## config.mk

```make
export PLATFORM = sky130hd
export DESIGN_NAME = conv_kxk_ctrl_flat
export DESIGN_NICKNAME = d
export VERILOG_FILES = /design/src/rtl/conv_kxk_ctrl_if.sv /design/src/rtl/conv_kxk_ctrl.sv /design/src/flat_wrapper.sv
export SDC_FILE = /design/constraint.sdc
export NUM_CORES = 1
export LEC_CHECK = 0
export CORE_MARGIN = 5
export CORE_UTILIZATION = 60
export CTS_CLUSTER_SIZE = 16
export DETAILED_ROUTE_END_ITERATION = 16
export PLACE_DENSITY_LB_ADDON = 0.15
export SYNTH_ARGS = -nofsm -noshare
export SYNTH_HDL_FRONTEND = slang
export SYNTH_SLANG_ARGS = --single-unit
```

## constraint.sdc

```tcl
create_clock -name clk -period 6.6 [get_ports clk]
set_input_delay 1.32 -clock clk [delete_from_list [all_inputs] [get_ports clk]]
set_output_delay 1.32 -clock clk [all_outputs]
set_load 0.05 [all_outputs]
```

## src/rtl/conv_kxk_ctrl_if.sv

```systemverilog
// Configuration, stream handshakes and strobes between the KxK conv controller
// and its surroundings. The controller takes the slave view; the driver of cfg/valids takes master.
interface conv_kxk_ctrl_if #(
  parameter int CHN_WIDTH = 4,
  parameter int FMS_WIDTH = 8,
  parameter int KW        = 3
);
  logic [CHN_WIDTH-1:0] cfg_ci;
  logic [CHN_WIDTH-1:0] cfg_co;
  logic [KW-1:0]        cfg_k;
  logic                 cfg_stride;
  logic [FMS_WIDTH-1:0] cfg_ifm_size;
  logic                 start_conv;
  logic                 wgt_valid;
  logic                 ifm_valid;
  logic                 wgt_read;
  logic                 ifm_read;
  logic                 pvalid;
  logic                 ic_done;
  logic                 oc_done;
  logic                 conv_done;
  logic                 busy;
  logic                 cfg_err;

  modport slave (
    input  cfg_ci, cfg_co, cfg_k, cfg_stride, cfg_ifm_size, start_conv, wgt_valid, ifm_valid,
    output wgt_read, ifm_read, pvalid, ic_done, oc_done, conv_done, busy, cfg_err
  );

  modport master (
    output cfg_ci, cfg_co, cfg_k, cfg_stride, cfg_ifm_size, start_conv, wgt_valid, ifm_valid,
    input  wgt_read, ifm_read, pvalid, ic_done, oc_done, conv_done, busy, cfg_err
  );
endinterface

```

## src/rtl/conv_kxk_ctrl.sv

```systemverilog
// Sequencer for a KxK (odd K) convolution PE array: per (oc, ic) pass it loads K weight
// groups, streams one ifm row-pass, then drains the PE pipeline before the next pass.
module conv_kxk_ctrl #(
  parameter int CHN_WIDTH = 4,
  parameter int FMS_WIDTH = 8,
  parameter int KW        = 3,
  parameter int KMAX      = 5,
  parameter int PIPE_LAT  = 2
) (
  input  logic            clk,
  input  logic            rst,
  conv_kxk_ctrl_if.slave  bus
);
  localparam int DW = $clog2(PIPE_LAT + 1);
  localparam logic [DW-1:0] DLAST = DW'(PIPE_LAT - 1);

  typedef enum logic [1:0] {IDLE, WLOAD, STREAM, DRAIN} state_t;

  state_t               state_q, state_d;
  logic [CHN_WIDTH-1:0] ci_q, ci_d, co_q, co_d, ic_q, ic_d, oc_q, oc_d;
  logic [KW-1:0]        k_q, k_d, wcnt_q, wcnt_d;
  logic                 stride_q, stride_d, err_q, err_d;
  logic [FMS_WIDTH-1:0] size_q, size_d, col_q, col_d;
  logic [DW-1:0]        dcnt_q, dcnt_d;

  logic                 cfg_ok, wgt_acc, ifm_acc, wlast, clast, dlast, more_ic, more_oc;
  logic [FMS_WIDTH-1:0] k_m1, col_off;

  assign cfg_ok  = bus.cfg_k[0] && (bus.cfg_k <= KW'(KMAX))
                   && (32'(bus.cfg_ifm_size) >= 32'(bus.cfg_k));
  assign wgt_acc = (state_q == WLOAD) && bus.wgt_valid;
  assign ifm_acc = (state_q == STREAM) && bus.ifm_valid;
  assign wlast   = (wcnt_q == k_q - KW'(1));
  assign clast   = (col_q == size_q - FMS_WIDTH'(1));
  assign dlast   = (state_q == DRAIN) && (dcnt_q == DLAST);
  assign more_ic = (ic_q < ci_q);
  assign more_oc = (oc_q < co_q);
  // Output columns start once a full K-wide window is in; stride 2 keeps even offsets only.
  assign k_m1    = FMS_WIDTH'(k_q) - FMS_WIDTH'(1);
  assign col_off = col_q - k_m1;

  always_ff @(posedge clk or posedge rst) begin
    if (rst) begin
      state_q  <= IDLE;
      ci_q     <= '0;
      co_q     <= '0;
      k_q      <= '0;
      stride_q <= 1'b0;
      size_q   <= '0;
      ic_q     <= '0;
      oc_q     <= '0;
      wcnt_q   <= '0;
      col_q    <= '0;
      dcnt_q   <= '0;
      err_q    <= 1'b0;
    end else begin
      state_q  <= state_d;
      ci_q     <= ci_d;
      co_q     <= co_d;
      k_q      <= k_d;
      stride_q <= stride_d;
      size_q   <= size_d;
      ic_q     <= ic_d;
      oc_q     <= oc_d;
      wcnt_q   <= wcnt_d;
      col_q    <= col_d;
      dcnt_q   <= dcnt_d;
      err_q    <= err_d;
    end
  end

  always_comb begin
    state_d = state_q;
    case (state_q)
      IDLE:    if (bus.start_conv && cfg_ok) state_d = WLOAD;
      WLOAD:   if (wgt_acc && wlast)         state_d = STREAM;
      STREAM:  if (ifm_acc && clast)         state_d = DRAIN;
      DRAIN:   if (dlast)                    state_d = (more_ic || more_oc) ? WLOAD : IDLE;
      default: state_d = IDLE;
    endcase
  end

  always_comb begin
    ci_d     = ci_q;
    co_d     = co_q;
    k_d      = k_q;
    stride_d = stride_q;
    size_d   = size_q;
    ic_d     = ic_q;
    oc_d     = oc_q;
    wcnt_d   = wcnt_q;
    col_d    = col_q;
    dcnt_d   = dcnt_q;
    err_d    = 1'b0;
    case (state_q)
      IDLE: if (bus.start_conv) begin
        if (cfg_ok) begin
          ci_d     = bus.cfg_ci;
          co_d     = bus.cfg_co;
          k_d      = bus.cfg_k;
          stride_d = bus.cfg_stride;
          size_d   = bus.cfg_ifm_size;
          ic_d     = '0;
          oc_d     = '0;
          wcnt_d   = '0;
          col_d    = '0;
          dcnt_d   = '0;
        end else begin
          err_d = 1'b1;
        end
      end
      // Counters return to 0 on their last beat so the next pass starts clean.
      WLOAD:  if (wgt_acc) wcnt_d = wlast ? '0 : wcnt_q + KW'(1);
      STREAM: if (ifm_acc) col_d = clast ? '0 : col_q + FMS_WIDTH'(1);
      DRAIN: begin
        if (dlast) begin
          dcnt_d = '0;
          if (more_ic) begin
            ic_d = ic_q + CHN_WIDTH'(1);
          end else if (more_oc) begin
            ic_d = '0;
            oc_d = oc_q + CHN_WIDTH'(1);
          end
        end else begin
          dcnt_d = dcnt_q + DW'(1);
        end
      end
      default: ;
    endcase
  end

  always_comb begin
    bus.wgt_read  = (state_q == WLOAD);
    bus.ifm_read  = (state_q == STREAM);
    bus.busy      = (state_q != IDLE);
    bus.pvalid    = ifm_acc && (col_q >= k_m1) && (!stride_q || !col_off[0]);
    bus.ic_done   = dlast;
    bus.oc_done   = dlast && (ic_q == ci_q);
    bus.conv_done = dlast && (ic_q == ci_q) && (oc_q == co_q);
    bus.cfg_err   = err_q;
  end
endmodule

```

## src/flat_wrapper.sv

```systemverilog
// flat-port wrapper written by rule: the top's interface ports become plain ports
module conv_kxk_ctrl_flat 
#(
  parameter int CHN_WIDTH = 4,
  parameter int FMS_WIDTH = 8,
  parameter int KW        = 3,
  parameter int KMAX      = 5,
  parameter int PIPE_LAT  = 2
)
  (clk, rst, bus_cfg_ci, bus_cfg_co, bus_cfg_k, bus_cfg_stride, bus_cfg_ifm_size, bus_start_conv, bus_wgt_valid, bus_ifm_valid, bus_wgt_read, bus_ifm_read, bus_pvalid, bus_ic_done, bus_oc_done, bus_conv_done, bus_busy, bus_cfg_err);
  conv_kxk_ctrl_if #(.CHN_WIDTH(CHN_WIDTH), .FMS_WIDTH(FMS_WIDTH), .KW(KW)) bus_i ();
  input  logic clk;
  input  logic rst;
  input wire logic [$bits(bus_i.cfg_ci)-1:0] bus_cfg_ci;
  input wire logic [$bits(bus_i.cfg_co)-1:0] bus_cfg_co;
  input wire logic [$bits(bus_i.cfg_k)-1:0] bus_cfg_k;
  input wire logic [$bits(bus_i.cfg_stride)-1:0] bus_cfg_stride;
  input wire logic [$bits(bus_i.cfg_ifm_size)-1:0] bus_cfg_ifm_size;
  input wire logic [$bits(bus_i.start_conv)-1:0] bus_start_conv;
  input wire logic [$bits(bus_i.wgt_valid)-1:0] bus_wgt_valid;
  input wire logic [$bits(bus_i.ifm_valid)-1:0] bus_ifm_valid;
  output wire logic [$bits(bus_i.wgt_read)-1:0] bus_wgt_read;
  output wire logic [$bits(bus_i.ifm_read)-1:0] bus_ifm_read;
  output wire logic [$bits(bus_i.pvalid)-1:0] bus_pvalid;
  output wire logic [$bits(bus_i.ic_done)-1:0] bus_ic_done;
  output wire logic [$bits(bus_i.oc_done)-1:0] bus_oc_done;
  output wire logic [$bits(bus_i.conv_done)-1:0] bus_conv_done;
  output wire logic [$bits(bus_i.busy)-1:0] bus_busy;
  output wire logic [$bits(bus_i.cfg_err)-1:0] bus_cfg_err;
  assign bus_i.cfg_ci = bus_cfg_ci;
  assign bus_i.cfg_co = bus_cfg_co;
  assign bus_i.cfg_k = bus_cfg_k;
  assign bus_i.cfg_stride = bus_cfg_stride;
  assign bus_i.cfg_ifm_size = bus_cfg_ifm_size;
  assign bus_i.start_conv = bus_start_conv;
  assign bus_i.wgt_valid = bus_wgt_valid;
  assign bus_i.ifm_valid = bus_ifm_valid;
  assign bus_wgt_read = bus_i.wgt_read;
  assign bus_ifm_read = bus_i.ifm_read;
  assign bus_pvalid = bus_i.pvalid;
  assign bus_ic_done = bus_i.ic_done;
  assign bus_oc_done = bus_i.oc_done;
  assign bus_conv_done = bus_i.conv_done;
  assign bus_busy = bus_i.busy;
  assign bus_cfg_err = bus_i.cfg_err;
  conv_kxk_ctrl #(.CHN_WIDTH(CHN_WIDTH), .FMS_WIDTH(FMS_WIDTH), .KW(KW), .KMAX(KMAX), .PIPE_LAT(PIPE_LAT)) u_core (.clk(clk), .rst(rst), .bus(bus_i));
endmodule
```

Word level (Yosys, flattened, before mapping)
Cells that the tools add are included.
{"block": "totals", "regBits": 44, "output_inout_bits": 8}
{"block": "classes", "addsub": 9, "n_lt_le_gt_ge": 5, "n_eq_ne": 19, "n_mux": 33, "n_reduce_logical": 28}
{"cell": "two-way mux 4 bit", "n": 8}
{"cell": "two-way mux 8 bit", "n": 4}
{"cell": "inequality test 2 x 1 -> 1 bit (second input constant)", "n": 8}
{"cell": "case mux 4 bit (2 select lines)", "n": 2}
{"cell": "case mux 8 bit (2 select lines)", "n": 1}
{"cell": "two-way mux 2 bit", "n": 7}
{"cell": "logical AND 1 bit", "n": 12}
{"cell": "two-way mux 3 bit", "n": 4}
{"cell": "AND reduction 4 bit", "n": 3}
{"cell": "adder 4 x 1 -> 4 bit (second input constant)", "n": 2}
{"cell": "adder 8 x 1 -> 8 bit (second input constant)", "n": 1}
{"cell": "== test 4 bit", "n": 2}
{"cell": "== test 8 bit", "n": 1}
{"cell": "greater-or-equal comparator 8 x 3 -> 1 bit", "n": 1}
{"cell": "greater-or-equal comparator 8 bit", "n": 1}
{"cell": "< comparator 4 bit", "n": 2}
{"cell": "case mux 2 bit (4 select lines)", "n": 1}
{"cell": "nonzero test 2 bit", "n": 4}
{"cell": "subtractor 8 x 1 -> 8 bit (second input constant)", "n": 1}
{"cell": "case mux 3 bit (2 select lines)", "n": 1}
{"cell": "AND reduction 3 bit", "n": 2}
{"cell": "AND reduction 6 bit", "n": 1}
{"cell": "AND reduction 5 bit", "n": 1}
{"cell": "== test 2 x 1 -> 1 bit (second input constant)", "n": 2}
{"cell": "other kinds (15)", "n": 22}

Logic depth before layout (Yosys ltp)
{"block": "depth", "word_depth": 6, "ltp_mapped": 9, "depth_no_buf": 8}

Least setup slack after synthesis
OpenSTA, ideal clock, no wires.
{"block": "synth_timing", "path_type": "flip-flop to output port", "start": "register u_core.state_q[0]", "end": "output port bus_conv_done", "arrival_ns": 2.052, "t_required_ns": 5.280, "path_slack_ns": 3.228, "path_stages_with_launch": 5, "n_path_buf": 1, "path_cell_list": "dfrtp_1 -> ha_1 -> clkbuf_1 -> nand2_1 -> nor3_1"}
{"block": "synth_via", "elab_chain_len": 4}
{"element": "start: declaration", "line_no": "conv_kxk_ctrl.sv:19", "rtl": "state_t state_q, state_d;"}
{"element": "start signal: assignment", "line_no": "conv_kxk_ctrl.sv:57", "rtl": "state_q <= state_d;"}
{"element": "== test 2 bit", "line_no": "conv_kxk_ctrl.sv:35", "rtl": "assign dlast = (state_q == DRAIN) && (dcnt_q == DLAST);"}
{"element": "logical AND 1 bit", "line_no": "conv_kxk_ctrl.sv:35"}
{"element": "logical AND 1 bit (2 in series)", "line_no": "conv_kxk_ctrl.sv:139", "rtl": "bus.conv_done = dlast && (ic_q == ci_q) && (oc_q == co_q);"}
{"element": "end: declaration", "line_no": "flat_wrapper.sv:27", "rtl": "output wire logic [$bits(bus_i.conv_done)-1:0] bus_conv_done;"}
No other way between the ends.

Final worst setup path
{"block": "layout_timing", "start": "input port bus_ifm_valid", "end": "output port bus_pvalid"}
{"block": "layout_via", "elab_chain_len": 3}
{"element": "start: declaration", "line_no": "flat_wrapper.sv:21", "rtl": "input wire logic [$bits(bus_i.ifm_valid)-1:0] bus_ifm_valid;"}
{"element": "logical AND 1 bit", "line_no": "conv_kxk_ctrl.sv:32", "rtl": "assign ifm_acc = (state_q == STREAM) && bus.ifm_valid;"}
{"element": "logical AND 1 bit (2 in series)", "line_no": "conv_kxk_ctrl.sv:136", "rtl": "bus.pvalid = ifm_acc && (col_q >= k_m1) && (!stride_q || !col_off[0]);"}
{"element": "end: declaration", "line_no": "flat_wrapper.sv:24", "rtl": "output wire logic [$bits(bus_i.pvalid)-1:0] bus_pvalid;"}
No other way between the ends.

==> metrics <==
outcome=finished, final reports clean; Async SR Flop Fraction=100%; Power Density=a little over 400 nW/um2; Post-synth EDFFs=0; largest net degree at the start of global routing=45; Seq pwr share=32.8%; CTS tree=done; Design Area, Final=3450 um2; Port Buffers=32; share of the synthesized area in the top cell type=37.5%; placed insts=slightly above 400; DP Area=roughly 3300 um2; Fmax=between 200 and 250 MHz; share of cells above drive strength 1=10.4%; number of global-route vias before repair=between 2000 and 2500; Nets=between 300 and 400; post-synthesis net count=363; Mean Syn Cell Area=between 9 and 10 um2; Comb pwr share=between 50% and 60%; Worst-path clk slew=around 0.090 ns; Worst Hold Class=flop to flop; 1st-iter DRT viols=about 160; first-pass GRT wire length=about 11000 um; final count of pins violating max slew=0; drt pass-1 iters=4; Final Wtd Congestion=around 0.82; core area=roughly 4800 um2; Max Cap Viol=0; Synth area leaders=dfrtp_1 37%, ha_1 12%, mux2_2 6.9%; cell taking the most area after synthesis=dfrtp_1; die area=6400 um2; via count of the routed design=~2400; grt total ovfl=0; Num CTS Buffers=5; I/O pin count=33; ANT cells=0; DRT Wirelength=6110 um; Antenna Nets Post-Route=0; H-tree Lvls=2; most common cell after layout, fill and taps aside=dfrtp_1; Yosys reg bits=between 40 and 50; Clock Skews=around 0.0096 ns; fin util=between 70 and 80%; endpoints failing hold=0; period utilisation layout=66.8%; Yosys cell types=53; fin cells=between 400 and 500; CP required=5.28 ns; die width=80.0 um; Max VDD drop=approximately 0.29 mV; Layout fillers=370; Worst-Margin Slew=about 0.64 ns; minimum clock period=approximately 4.4 ns; Net Switching=slightly below 0.6 mW; row cnt=25; Worst EP arrival=3.09 ns; Setup CP Type=primary input to primary output; synth warn=0; Rel. slew slack=~57%; Switching Fraction=a little over two fifths; # hold bufs at CTS=0; CTS Sinks=between 40 and 50; insertion delay to the later sink of the worst-skew pair=0.30 ns; cell-internal power=~0.82 mW; initial antenna violation count=0; # setup viols final=0; final hold slack=0.490 ns; highest-delay cell along the critical path=clkdlybuf4s50_1; Post-route DRC=0; Largest stage delay, worst path=0.80 ns; synthesis-to-layout area growth=17.2%; CTS Root Buffer Type=clkbuf_8; average wire per standard cell=between 10 and 15 um; vias per cell=5.77; Worst Setup End Kind=primary output; Multi-input gate area=approximately 1700 um2; Clock power frac=between 15 and 20%; Final HPWL DP=between 4000 and 5000 um; most used cell along the critical path=clkdlybuf4s50_1; setup TNS=0 ns; Tot GR Track Use=around a fifth; Initial Util=roughly three fifths; most frequent cells in the layout=44 x dfrtp_1, 32 x clkdlybuf4s50_1, 30 x inv_1, 29 x ha_1, 27 x nand2_1; crit-path max FO=3; register area share after synthesis=37.5%; synthesized cell area=2940 um2; P_leak=1.57 nW; Vert. Die Dim=between 70 and 80 um; Worst Setup Start Kind=primary input; FF+latch area=around 1100 um2; Top FF cell, synth=dfrtp_1; Synth Instances=between 300 and 400; unrepaired setup endpoints after global routing=false; PostCTS Resize Cnt=0; total setup buffers inserted after CTS=0; worst path cell trace=clkdlybuf4s50_1, nand2_1, nor3_1, o21a_1, clkdlybuf4s50_1; Clock Path Buffers=2
## sequential cells by signal (all words and copies together), names as in the netlist
register            cells
u_core.ci_q             4
u_core.state_q          2
u_core.ic_q             4
u_core.size_q           8
u_core.stride_q         1
u_core.col_q            8
u_core.dcnt_q           2
u_core.bus.cfg_err      1
u_core.wcnt_q           3
u_core.co_q             4
u_core.oc_q             4
u_core.k_q              3
## cells in the mapped netlist (all sizes together) (2+ instances only)
| library cell | number |
|---|---|
| xnor2 | 9 |
| or3 | 3 |
| nor2b | 4 |
| nor2 | 13 |
| and2 | 3 |
| o2111ai | 2 |
| xor2 | 4 |
| nand2b | 4 |
| mux2 | 18 |
| o21ai | 18 |
| dfrtp | 44 |
| o22ai | 4 |
| or4 | 3 |
| o221ai | 2 |
| nand2 | 27 |
| nand3 | 18 |
| a31oi | 4 |
| nor3b | 2 |
| a21o | 8 |
| and3 | 3 |
| nand4 | 6 |
| nor3 | 6 |
| a22o | 2 |
| mux2i | 2 |
| o21a | 4 |
| a21oi | 7 |
| inv | 31 |
| nor4 | 2 |
| ha | 29 |
| clkbuf | 5 |
| o311ai | 2 |
| a211oi | 2 |
| o211ai | 4 |
## path summary, 6_finish.rpt
kind	from	endpoint	slack, ns	depth (start not counted)
min	u_core.oc_q[3]	u_core.oc_q[3]	0.49	1
min in group asynchronous	rst	u_core.ci_q[3]	1.48	3
max reg2reg	u_core.size_q[0]	u_core.state_q[0]	3.86	8
max	bus_ifm_valid	bus_pvalid	2.19	5
max in group asynchronous	rst	u_core.state_q[1]	4.72	3
min reg2reg	u_core.oc_q[3]	u_core.oc_q[3]	0.49	1
## through the flow
step	setup WS, ns	total power [mW]
5_1_grt	2.12	1.53
3_5_place_dp	2.20	1.19
6_report	2.19	1.41
2_1_floorplan	3.23	1.01
3_3_place_gp	2.27	1.16
4_1_cts	2.20	1.41
## cells by family (layout without fill, tap and decap cells)
kind of cell / Yosys count / after routing / synth area share (%)
and+or+nand+nor: 100 / 100 / 17.8
xor gates and xnor gates: 14 / 14 / 4.68
adders and majority gates: 29 / 29 / 12.3
AOI/OAI and AO/OA: 65 / 65 / 15.0
muxes: 20 / 20 / 7.58
buffers and inverters: 37 / 73 / 5.11
DFF: 44 / 44 / 37.5
## power groups by stage
stage	registers [mW]	logic, mW	clock network, mW
6_report	0.462	0.725	0.220
5_1_grt	0.478	0.812	0.239
4_1_cts	0.460	0.725	0.224
3_5_place_dp	0.466	0.722	0
3_3_place_gp	0.461	0.701	0
2_1_floorplan	0.441	0.571	0
## layer usage
metal	part of all wire [%]	routed length, um	global-route usage (%)	vias to the layer above
met2	45	2740	33.6	58
met5	0	0	0	-
met1	50	3030	29.1	1130
met4	1.1	70	6.93	0
li1	-	-	-	1183
met3	4.5	273	4.51	7
## worst max-delay path: cells and delay by family
kind	cells	cell delay, ns
buf+inv	2	1.30
compound gates	1	0.16
simple gates	2	0.31
## area by class of cell
cell class	count	area share (%)
clock buffers	6	2.40
repair buffers	34	9.73
flip-flops and latches	44	32.0
clock inverters	2	1.13
well taps	67	2.43
inverters	31	3.38
multi-input cells	228	49.0
Note: power is estimated with default switching activity, not from simulation.
